--- src/rtl/aes_key_schedule_if.sv ---
// Key-load handshake and round-key read port between the AES key schedule
// and the cipher datapath that feeds it keys and reads round keys back.
interface aes_key_schedule_if;
  logic [127:0] key_in;
  logic         key_valid;
  logic         key_ready;
  logic         busy;
  logic         keys_valid;
  logic [3:0]   rk_addr;
  logic [127:0] rk_data;

  modport master (
    output key_in, key_valid, rk_addr,
    input  key_ready, busy, keys_valid, rk_data
  );

  modport slave (
    input  key_in, key_valid, rk_addr,
    output key_ready, busy, keys_valid, rk_data
  );
endinterface

--- src/rtl/aes_key_schedule.sv ---
// AES-128 key schedule: one expansion stage iterated once per cycle fills an
// 11-entry round-key register file, read back through a registered port.
module aes_key_schedule #(
  parameter int NUM_ROUNDS = 10
) (
  input logic              CLOCK_50,
  input logic              rst_n,
  aes_key_schedule_if.slave ks
);

  localparam logic [1:0] ST_IDLE   = 2'd0;
  localparam logic [1:0] ST_EXPAND = 2'd1;
  localparam logic [1:0] ST_DONE   = 2'd2;

  localparam logic [3:0] LAST_R  = 4'(NUM_ROUNDS - 1);
  localparam logic [3:0] MAX_IDX = 4'(NUM_ROUNDS);

  localparam logic [0:255][7:0] SBOX = {
    128'h637c777bf26b6fc53001672bfed7ab76,
    128'hca82c97dfa5947f0add4a2af9ca472c0,
    128'hb7fd9326363ff7cc34a5e5f171d83115,
    128'h04c723c31896059a071280e2eb27b275,
    128'h09832c1a1b6e5aa0523bd6b329e32f84,
    128'h53d100ed20fcb15b6acbbe394a4c58cf,
    128'hd0efaafb434d338545f9027f503c9fa8,
    128'h51a3408f929d38f5bcb6da2110fff3d2,
    128'hcd0c13ec5f974417c4a77e3d645d1973,
    128'h60814fdc222a908846eeb814de5e0bdb,
    128'he0323a0a4906245cc2d3ac629195e479,
    128'he7c8376d8dd54ea96c56f4ea657aae08,
    128'hba78252e1ca6b4c6e8dd741f4bbd8b8a,
    128'h703eb5664803f60e613557b986c11d9e,
    128'he1f8981169d98e949b1e87e9ce5528df,
    128'h8ca1890dbfe6426841992d0fb054bb16
  };

  logic [1:0]   state;
  logic [3:0]   r;
  logic [127:0] rk [0:NUM_ROUNDS];
  logic [127:0] cur_key;
  logic [127:0] nxt_key;
  logic         accept;

  function automatic logic [7:0] rcon(input logic [3:0] round);
    case (round)
      4'd0:    rcon = 8'h01;
      4'd1:    rcon = 8'h02;
      4'd2:    rcon = 8'h04;
      4'd3:    rcon = 8'h08;
      4'd4:    rcon = 8'h10;
      4'd5:    rcon = 8'h20;
      4'd6:    rcon = 8'h40;
      4'd7:    rcon = 8'h80;
      4'd8:    rcon = 8'h1b;
      4'd9:    rcon = 8'h36;
      default: rcon = 8'h00;
    endcase
  endfunction

  function automatic logic [31:0] sub_word(input logic [31:0] w);
    sub_word = {SBOX[w[31:24]], SBOX[w[23:16]], SBOX[w[15:8]], SBOX[w[7:0]]};
  endfunction

  function automatic logic [127:0] key_expand(input logic [127:0] k,
                                              input logic [3:0]   round);
    logic [31:0] t, n0, n1, n2, n3;
    t  = sub_word({k[23:0], k[31:24]}) ^ {rcon(round), 24'h0};
    n0 = k[127:96] ^ t;
    n1 = k[95:64]  ^ n0;
    n2 = k[63:32]  ^ n1;
    n3 = k[31:0]   ^ n2;
    key_expand = {n0, n1, n2, n3};
  endfunction

  assign ks.key_ready  = (state != ST_EXPAND);
  assign ks.busy       = (state == ST_EXPAND);
  assign ks.keys_valid = (state == ST_DONE);
  assign accept        = ks.key_valid && ks.key_ready;

  // The single expansion stage always works on the key of the current round.
  assign cur_key = rk[r];
  assign nxt_key = key_expand(cur_key, r);

  always_ff @(posedge CLOCK_50 or negedge rst_n) begin
    if (!rst_n) begin
      state <= ST_IDLE;
      r     <= '0;
      for (int i = 0; i <= NUM_ROUNDS; i++) rk[i] <= '0;
    end else if (state == ST_EXPAND) begin
      rk[r + 4'd1] <= nxt_key;
      r            <= r + 4'd1;
      if (r == LAST_R) state <= ST_DONE;
    end else if (accept) begin
      rk[0] <= ks.key_in;
      r     <= '0;
      state <= ST_EXPAND;
    end
  end

  // Read port samples the register file before this edge's write lands.
  always_ff @(posedge CLOCK_50 or negedge rst_n) begin
    if (!rst_n) ks.rk_data <= '0;
    else        ks.rk_data <= (ks.rk_addr <= MAX_IDX) ? rk[ks.rk_addr] : '0;
  end

endmodule

--- src/flat_wrapper.sv ---
// flat-port wrapper written by rule: the top's interface ports become plain ports
module aes_key_schedule_flat 
#(
  parameter int NUM_ROUNDS = 10
)
  (CLOCK_50, rst_n, ks_key_in, ks_key_valid, ks_rk_addr, ks_key_ready, ks_busy, ks_keys_valid, ks_rk_data);
  aes_key_schedule_if ks_i ();
  input logic CLOCK_50;
  input logic rst_n;
  input wire logic [$bits(ks_i.key_in)-1:0] ks_key_in;
  input wire logic [$bits(ks_i.key_valid)-1:0] ks_key_valid;
  input wire logic [$bits(ks_i.rk_addr)-1:0] ks_rk_addr;
  output wire logic [$bits(ks_i.key_ready)-1:0] ks_key_ready;
  output wire logic [$bits(ks_i.busy)-1:0] ks_busy;
  output wire logic [$bits(ks_i.keys_valid)-1:0] ks_keys_valid;
  output wire logic [$bits(ks_i.rk_data)-1:0] ks_rk_data;
  assign ks_i.key_in = ks_key_in;
  assign ks_i.key_valid = ks_key_valid;
  assign ks_i.rk_addr = ks_rk_addr;
  assign ks_key_ready = ks_i.key_ready;
  assign ks_busy = ks_i.busy;
  assign ks_keys_valid = ks_i.keys_valid;
  assign ks_rk_data = ks_i.rk_data;
  aes_key_schedule #(.NUM_ROUNDS(NUM_ROUNDS)) u_core (.CLOCK_50(CLOCK_50), .rst_n(rst_n), .ks(ks_i));
endmodule
--- config.mk ---
export PLATFORM = sky130hd
export DESIGN_NAME = aes_key_schedule_flat
export DESIGN_NICKNAME = d
export VERILOG_FILES = /design/src/rtl/aes_key_schedule_if.sv /design/src/rtl/aes_key_schedule.sv /design/src/flat_wrapper.sv
export SDC_FILE = /design/constraint.sdc
export NUM_CORES = 2
export LEC_CHECK = 0
export ABC_CLOCK_PERIOD_IN_PS = 10300
export CAP_MARGIN = 25
export CORE_MARGIN = 4
export CORE_UTILIZATION = 50
export DETAILED_ROUTE_END_ITERATION = 10
export GPL_TIMING_DRIVEN = 1
export HOLD_SLACK_MARGIN = 0.1
export PLACE_DENSITY = 0.7
export SYNTH_ARGS = -nofsm -noshare
export SYNTH_HDL_FRONTEND = slang
export SYNTH_SLANG_ARGS = --single-unit
--- constraint.sdc ---
create_clock -name CLOCK_50 -period 10.3 [get_ports CLOCK_50]
set_input_delay 2.06 -clock CLOCK_50 [delete_from_list [all_inputs] [get_ports CLOCK_50]]
set_output_delay 2.06 -clock CLOCK_50 [all_outputs]
set_load 0.03 [all_outputs]
Yosys cells after proc, flatten, opt, wreduce, memory -nomap -nowiden
Memories as Yosys holds them, arrays and structs flattened.
Cells that the tools add are included.

word-level totals
  logic and storage cells = 75
  memory bits (read-only) = 8320
  bits of input ports = 135
  memories = 5
  register bits after elaboration = 1542

operators by class
  reductions and logical operators = 4
  equality and inequality tests = 5
  $lt $le $gt $ge = 9
  $add $sub $neg = 1
  bitwise operators = 12
  muxes and demuxes = 25

memory list
  memory           words  width  rd ports  clocked after memory_dff  wr ports  RTL line                text
  (no name shown)  256    8      1         0                         0         aes_key_schedule.sv:61  sub_word = {SBOX[w[31:24]], SBOX[w[23:16]], SBOX[w[15:8]], SBOX[w[7:0]]};
  (no name shown)  256    8      1         0                         0         aes_key_schedule.sv:61
  (no name shown)  256    8      1         0                         0         aes_key_schedule.sv:61
  (no name shown)  256    8      1         0                         0         aes_key_schedule.sv:61
  (no name shown)  16     8      1         0                         0         aes_key_schedule.sv:45  case (round)

operator list
  operator                                                    count
  bitwise mux 1408 bit                                        1
  binary-select mux 128 bit (select 4 bit)                    2
  two-way mux 128 bit                                         8
  demux 128 bit (select 4 bit)                                1
  bitwise XOR 32 bit                                          5
  two-way mux 8 bit                                           8
  greater-or-equal comparator 9 bit, second input constant    4
  NOT 8 -> 9 bit                                              4
  greater-or-equal comparator 5 bit, second input constant    3
  NOT 4 -> 5 bit                                              3
  two-way mux 4 bit                                           2
  two-way mux 2 bit                                           3
  less-than comparator 5 x 1 -> 1 bit, second input constant  1
  adder 4 x 1 -> 4 bit, second input constant                 1
  equality test 4 bit, second input constant                  1
  <= comparator 4 bit, second input constant                  1
  inequality test 2 x 1 -> 1 bit, second input constant       2
  equality test 2 x 1 -> 1 bit, second input constant         1
  equality test 2 bit, second input constant                  1
  logical AND 1 bit                                           2
  AND reduction 2 bit                                         1
  nonzero test 2 bit                                          1

Logic depth before layout (Yosys ltp)
  depth in word-level cells = 15
  gate-level depth with buffers = 25

Worst setup path after synthesis
Ideal clock, no wire load.

  path type = reg-to-reg
  start point = reg u_core.r[0]
  end point = reg u_core.rk[1048] (netlist name)
  arrival time = 5.085 ns
  data required time = 10.155 ns
  path buffers = 7
  stages on the path, launching flop included = 22
  slack = 5.070 ns
  path through = dfrtp_1 > buf_6 > and4bb_1 > buf_4 > buf_4 > buf_4 > o2bb2ai_1 > nor3_2 > inv_2 > clkbuf_1 > ha_1 > clkbuf_1 > inv_1 > a311oi_1 > clkbuf_1 > a211oi_1 > o41ai_1 > a21boi_1 > or4_1 > xnor2_4 > xnor2_1 > o21ai_1

on the way
  word-level cells in the longest chain between the ends = 14

ends and longest elaborated chain
  item                                                     RTL line                text
  from (decl)                                              aes_key_schedule.sv:38  logic [3:0] r;
  from (signal assigned)                                   aes_key_schedule.sv:91  r <= r + 4'd1;
  NOT 4 -> 5 bit (not written as such)                     aes_key_schedule.sv:81  assign cur_key = rk[r];
  binary-select mux 128 bit (select 4 bit)                 aes_key_schedule.sv:81
  two-way mux 128 bit (not written as such) (2 in series)  aes_key_schedule.sv:81
  NOT 8 -> 9 bit (not written as such)                     aes_key_schedule.sv:61
  memory (256 x 8 bit)                                     n/a
  two-way mux 8 bit (not written as such) (2 in series)    aes_key_schedule.sv:61
  bitwise XOR 32 bit                                       aes_key_schedule.sv:67  t = sub_word({k[23:0], k[31:24]}) ^ {rcon(round), 24'h0};
  bitwise XOR 32 bit                                       aes_key_schedule.sv:68  n0 = k[127:96] ^ t;
  bitwise XOR 32 bit                                       aes_key_schedule.sv:69  n1 = k[95:64] ^ n0;
  bitwise XOR 32 bit                                       aes_key_schedule.sv:70  n2 = k[63:32] ^ n1;
  bitwise XOR 32 bit                                       aes_key_schedule.sv:71  n3 = k[31:0] ^ n2;
  bitwise mux 1408 bit (*)                                 aes_key_schedule.sv:90  rk[r + 4'd1] <= nxt_key;
  to (signal, indexed assignment)                          aes_key_schedule.sv:90
  to (decl)                                                aes_key_schedule.sv:39  logic [127:0] rk [0:NUM_ROUNDS];

Every way passes the cells marked *; elsewhere a longest branch is shown, timed or not. The select of a mux whose other input is x is not followed.
A chain may end at the register's enable or synchronous reset.

Worst setup path after layout
  start point = reg u_core.r[0]
  end point = reg u_core.rk[13] (netlist name)

Same word-level chain as after synthesis.

==> results by group <==
Setup path
  – CP Data Required Time: 10.99 ns
  – Reg2reg path depth: 18
  – Worst path cell trace: buf_4, and4bb_4, buf_12, a2111oi_2, buf_4, inv_1, ha_1, o311ai_1, o211ai_1, o311ai_0, a32oi_1, o22ai_1, a21oi_1, xor2_1, xnor2_2, buf_4, xnor2_1, o21ai_0
  – Reg2Reg Setup Slack: 2.00 ns
  – Worst Setup Start Kind: flop
  – Worst Setup Path Type: reg2reg
  – Crit-path most repeated cell: buf_4
  – Slowest cell on crit path: ha_1
  – CP Capture Type: flop
  – Worst Path Max Fanout: 33
  – Reg2reg start: u_core.r[0]$_DFFE_PN0P_
  – R2R Path End: u_core.rk[13]$_DFFE_PN0P_
  – Worst EP arrival: 8.99 ns
  – CP max stage delay: 0.83 ns
  – Crit path capture: u_core.rk[13]$_DFFE_PN0P_
  – Worst Path Buf+Inv: 5
  – Crit. Startpoint: u_core.r[0]$_DFFE_PN0P_
  – Top delay family on crit path: compound AO/OA/AOI/OAI gates
  – Worst path depth: 18

Timing
  – Period Utilization, post-route: 80.6%
  – # setup viols final: 0
  – Max-slew headroom: 5.34%
  – Worst-margin pin slew: 1.42 ns
  – Endpoints failing hold: 0
  – Pins over their slew limit: 0
  – Minimum clock period: 8.30 ns
  – Min Hold Slack: 0.496 ns
  – Unrepaired setup endpoints after global routing: no
  – Setup TNS Final: 0 ns
  – Clk_skew: 0.0793 ns
  – Fmax: 120 MHz

Floorplanning
  – Core footprint: 188000 sq um
  – DIE WIDTH: 442 um
  – Effective utilization at floorplan: 50.2%
  – Die area: 195000 sq um
  – Die Height: 442 um
  – # IOs: 266
  – Cell Rows: 159

Route
  – Pre-Repair DR Iteration Count: 9
  – Total vias in the final route: 87533
  – DRC viols: 0
  – Post-route ant nets: 0
  – DR WL/cell: 33.4 um
  – Vias per Instance: 7.13
  – 1st-iter DRT viols: 13330
  – Routed Wire Length: 410 mm

Cells and area
  – Register area: 38600 sq um
  – Layout fillers: 16169
  – P&R area growth vs syn: 11.3%
  – Area of the multi-input gates: 51200 sq um
  – Share of post-route cells with drive strength above 1: 13.1%
  – Post-layout net count: 9833

Global route
  – Global-route wire length before repair: 595 mm
  – GR Overflow Total: 0
  – Vias in the first global route: 84723
  – Initial antenna violation count: 21
  – Aggregate global-route resource usage: 40.8%
  – Largest net degree at the start of global routing: 183

Synthesis
  – Synth top area cells: dfrtp_1 41%, mux4_2 9.4%, o21ai_0 6.9%, mux2i_1 6.4%, nand2_1 6.3%
  – Post-Synthesis Cells: 9926
  – Post-synthesis cell area: 94200 sq um
  – Syn Nets: 10121
  – Synth area leader: dfrtp_1
  – Ys async rst share: 100%
  – Synth Register Bits: 1542
  – Sequential-to-total area share from yosys stat: 41.0%
  – Synth cell count leaders: 1588 x nand2_1, 1542 x dfrtp_1, 1296 x o21ai_0, 710 x clkbuf_1, 603 x mux2i_1
  – Yosys cell types: 120
  – Leading register cell type out of synthesis: dfrtp_1
  – Synthesized area per cell: 9.49 sq um
  – Count leader, synth: nand2_1
  – Synth top area share: 41.0%
  – Post-synth EDFFs: 0
  – Synthesis warning total: 0

Clock network
  – Clk slew on worst S/H paths: 0.06 ns
  – Clock buffer count from CTS: 169
  – Post_cts resized: 0
  – Postcts setup bufs: 0
  – Root buffer cell: clkbuf_16
  – Hold_buf cts: 0
  – CTS max path bufs: 3
  – Clk_lat worst skew: 0.88 ns
  – TritonCTS Sinks: 1542
  – CTS tree: built
  – H-tree Lvls: 4

Placed design
  – Routability Congestion: 1.02
  – Post-DP HPWL: 258 mm
  – Port bufs: 265

Status
  – Outcome: finished clean

Min path
  – Hold Crit Class: reg2reg

Flow run
  – MaxCap Viol Count: 0
==> per-layer routing <==
metal | vias to the layer above | part of all wire, % | global-route usage [%]
li1 | 36303 | - | -
met1 | 43408 | 37 | 52.6
met2 | 6277 | 42 | 58.3
met3 | 1533 | 12 | 12.7
met4 | 12 | 8.5 | 28.9
met5 | - | 0.018 | 0
==> layout make-up <==
cell class / instances / share of cell area (%)
Clock buffer: 222 / 4.51
Sequential cell: 1542 / 36.8
Clock inverter: 81 / 1.14
Tap cell: 2495 / 2.98
Antenna cell: 11 / 0.0263
Inverter: 52 / 0.190
Multi-Input combinational cell: 7261 / 48.9
Timing Repair Buffer: 612 / 5.46
==> state kept, by name, summed over array words and instances, names as in the netlist <==
name,flops
u_core.ks.rk_data,128
u_core.state,2
u_core.rk,1408
u_core.r,4
==> tightest hold or removal path, stage by stage, from the launching register on <==
cell,delay [ns]
dfrtp_1,0.35
nand2_1,0.05
o21ai_0,0.06
==> metrics by stage <==
stage | util (%) | setup slack (ns) | instance area, sq um | instances
after floorplan | - | 5.07 | 94200 | 9926
after global placement | 52.5 | 2.28 | 98500 | 11928
after detailed placement | 52.6 | 2.31 | 98700 | 11948
after CTS | 55.8 | 2.24 | 105000 | 12251
after global routing | 55.9 | 1.89 | 105000 | 12269
final | 55.9 | 2.00 | 105000 | 12276
==> placed cells by master (no fill, tap or decap), drive strengths merged, types with 18 or more instances in the layout <==
| master | count |
|---|---|
| xnor2 | 163 |
| o21ai | 1575 |
| nand3 | 132 |
| o22ai | 204 |
| or3 | 26 |
| a21oi | 398 |
| nand2b | 61 |
| bufinv | 18 |
| xor2 | 37 |
| inv | 62 |
| nor2 | 454 |
| a221o | 29 |
| clkdlybuf4s50 | 260 |
| nor3 | 119 |
| a211o | 18 |
| mux2 | 111 |
| dfrtp | 1542 |
| nor2b | 24 |
| nand2 | 1589 |
| a311oi | 70 |
| and2 | 30 |
| o221ai | 62 |
| nand4 | 26 |
| nor4 | 18 |
| a222oi | 47 |
| o211ai | 96 |
| clkinv | 48 |
| mux2i | 603 |
| o31ai | 64 |
| o311a | 25 |
| o311ai | 92 |
| a31oi | 65 |
| mux4 | 394 |
| a2111oi | 37 |
| ha | 60 |
| a211oi | 109 |
| a221oi | 89 |
| clkbuf | 223 |
| a22oi | 152 |
| buf | 351 |
==> cell families after synthesis <==
logic type,after synthesis,synth area share (%)
flops,1542,41.0
simple gates,2548,11.3
compound gates,3344,22.5
buf+inv,1123,5.23
xor+xnor,201,2.01
mux,1108,17.2
fa+ha+maj,60,0.797
==> worst min-delay path by stage <==
stage / from / to / slack [ns] / cells after the start
CTS: u_core.rk[1052]$_DFFE_PN0P_ / u_core.rk[1052]$_DFFE_PN0P_ / 0.50 / 2
finish: u_core.rk[347]$_DFFE_PN0P_ / u_core.rk[347]$_DFFE_PN0P_ / 0.50 / 2
floorplan: u_core.rk[488]$_DFFE_PN0P_ / u_core.rk[488]$_DFFE_PN0P_ / 0.46 / 2
global placement: u_core.rk[1043]$_DFFE_PN0P_ / u_core.rk[1043]$_DFFE_PN0P_ / 0.47 / 2
global route: u_core.rk[347]$_DFFE_PN0P_ / u_core.rk[347]$_DFFE_PN0P_ / 0.52 / 2
detailed placement: u_core.rk[625]$_DFFE_PN0P_ / u_core.rk[625]$_DFFE_PN0P_ / 0.48 / 2
Power is left out: the tool's default activity adds up to more than one toggle a clock period on the data nets, which glitch-free logic cannot reach.
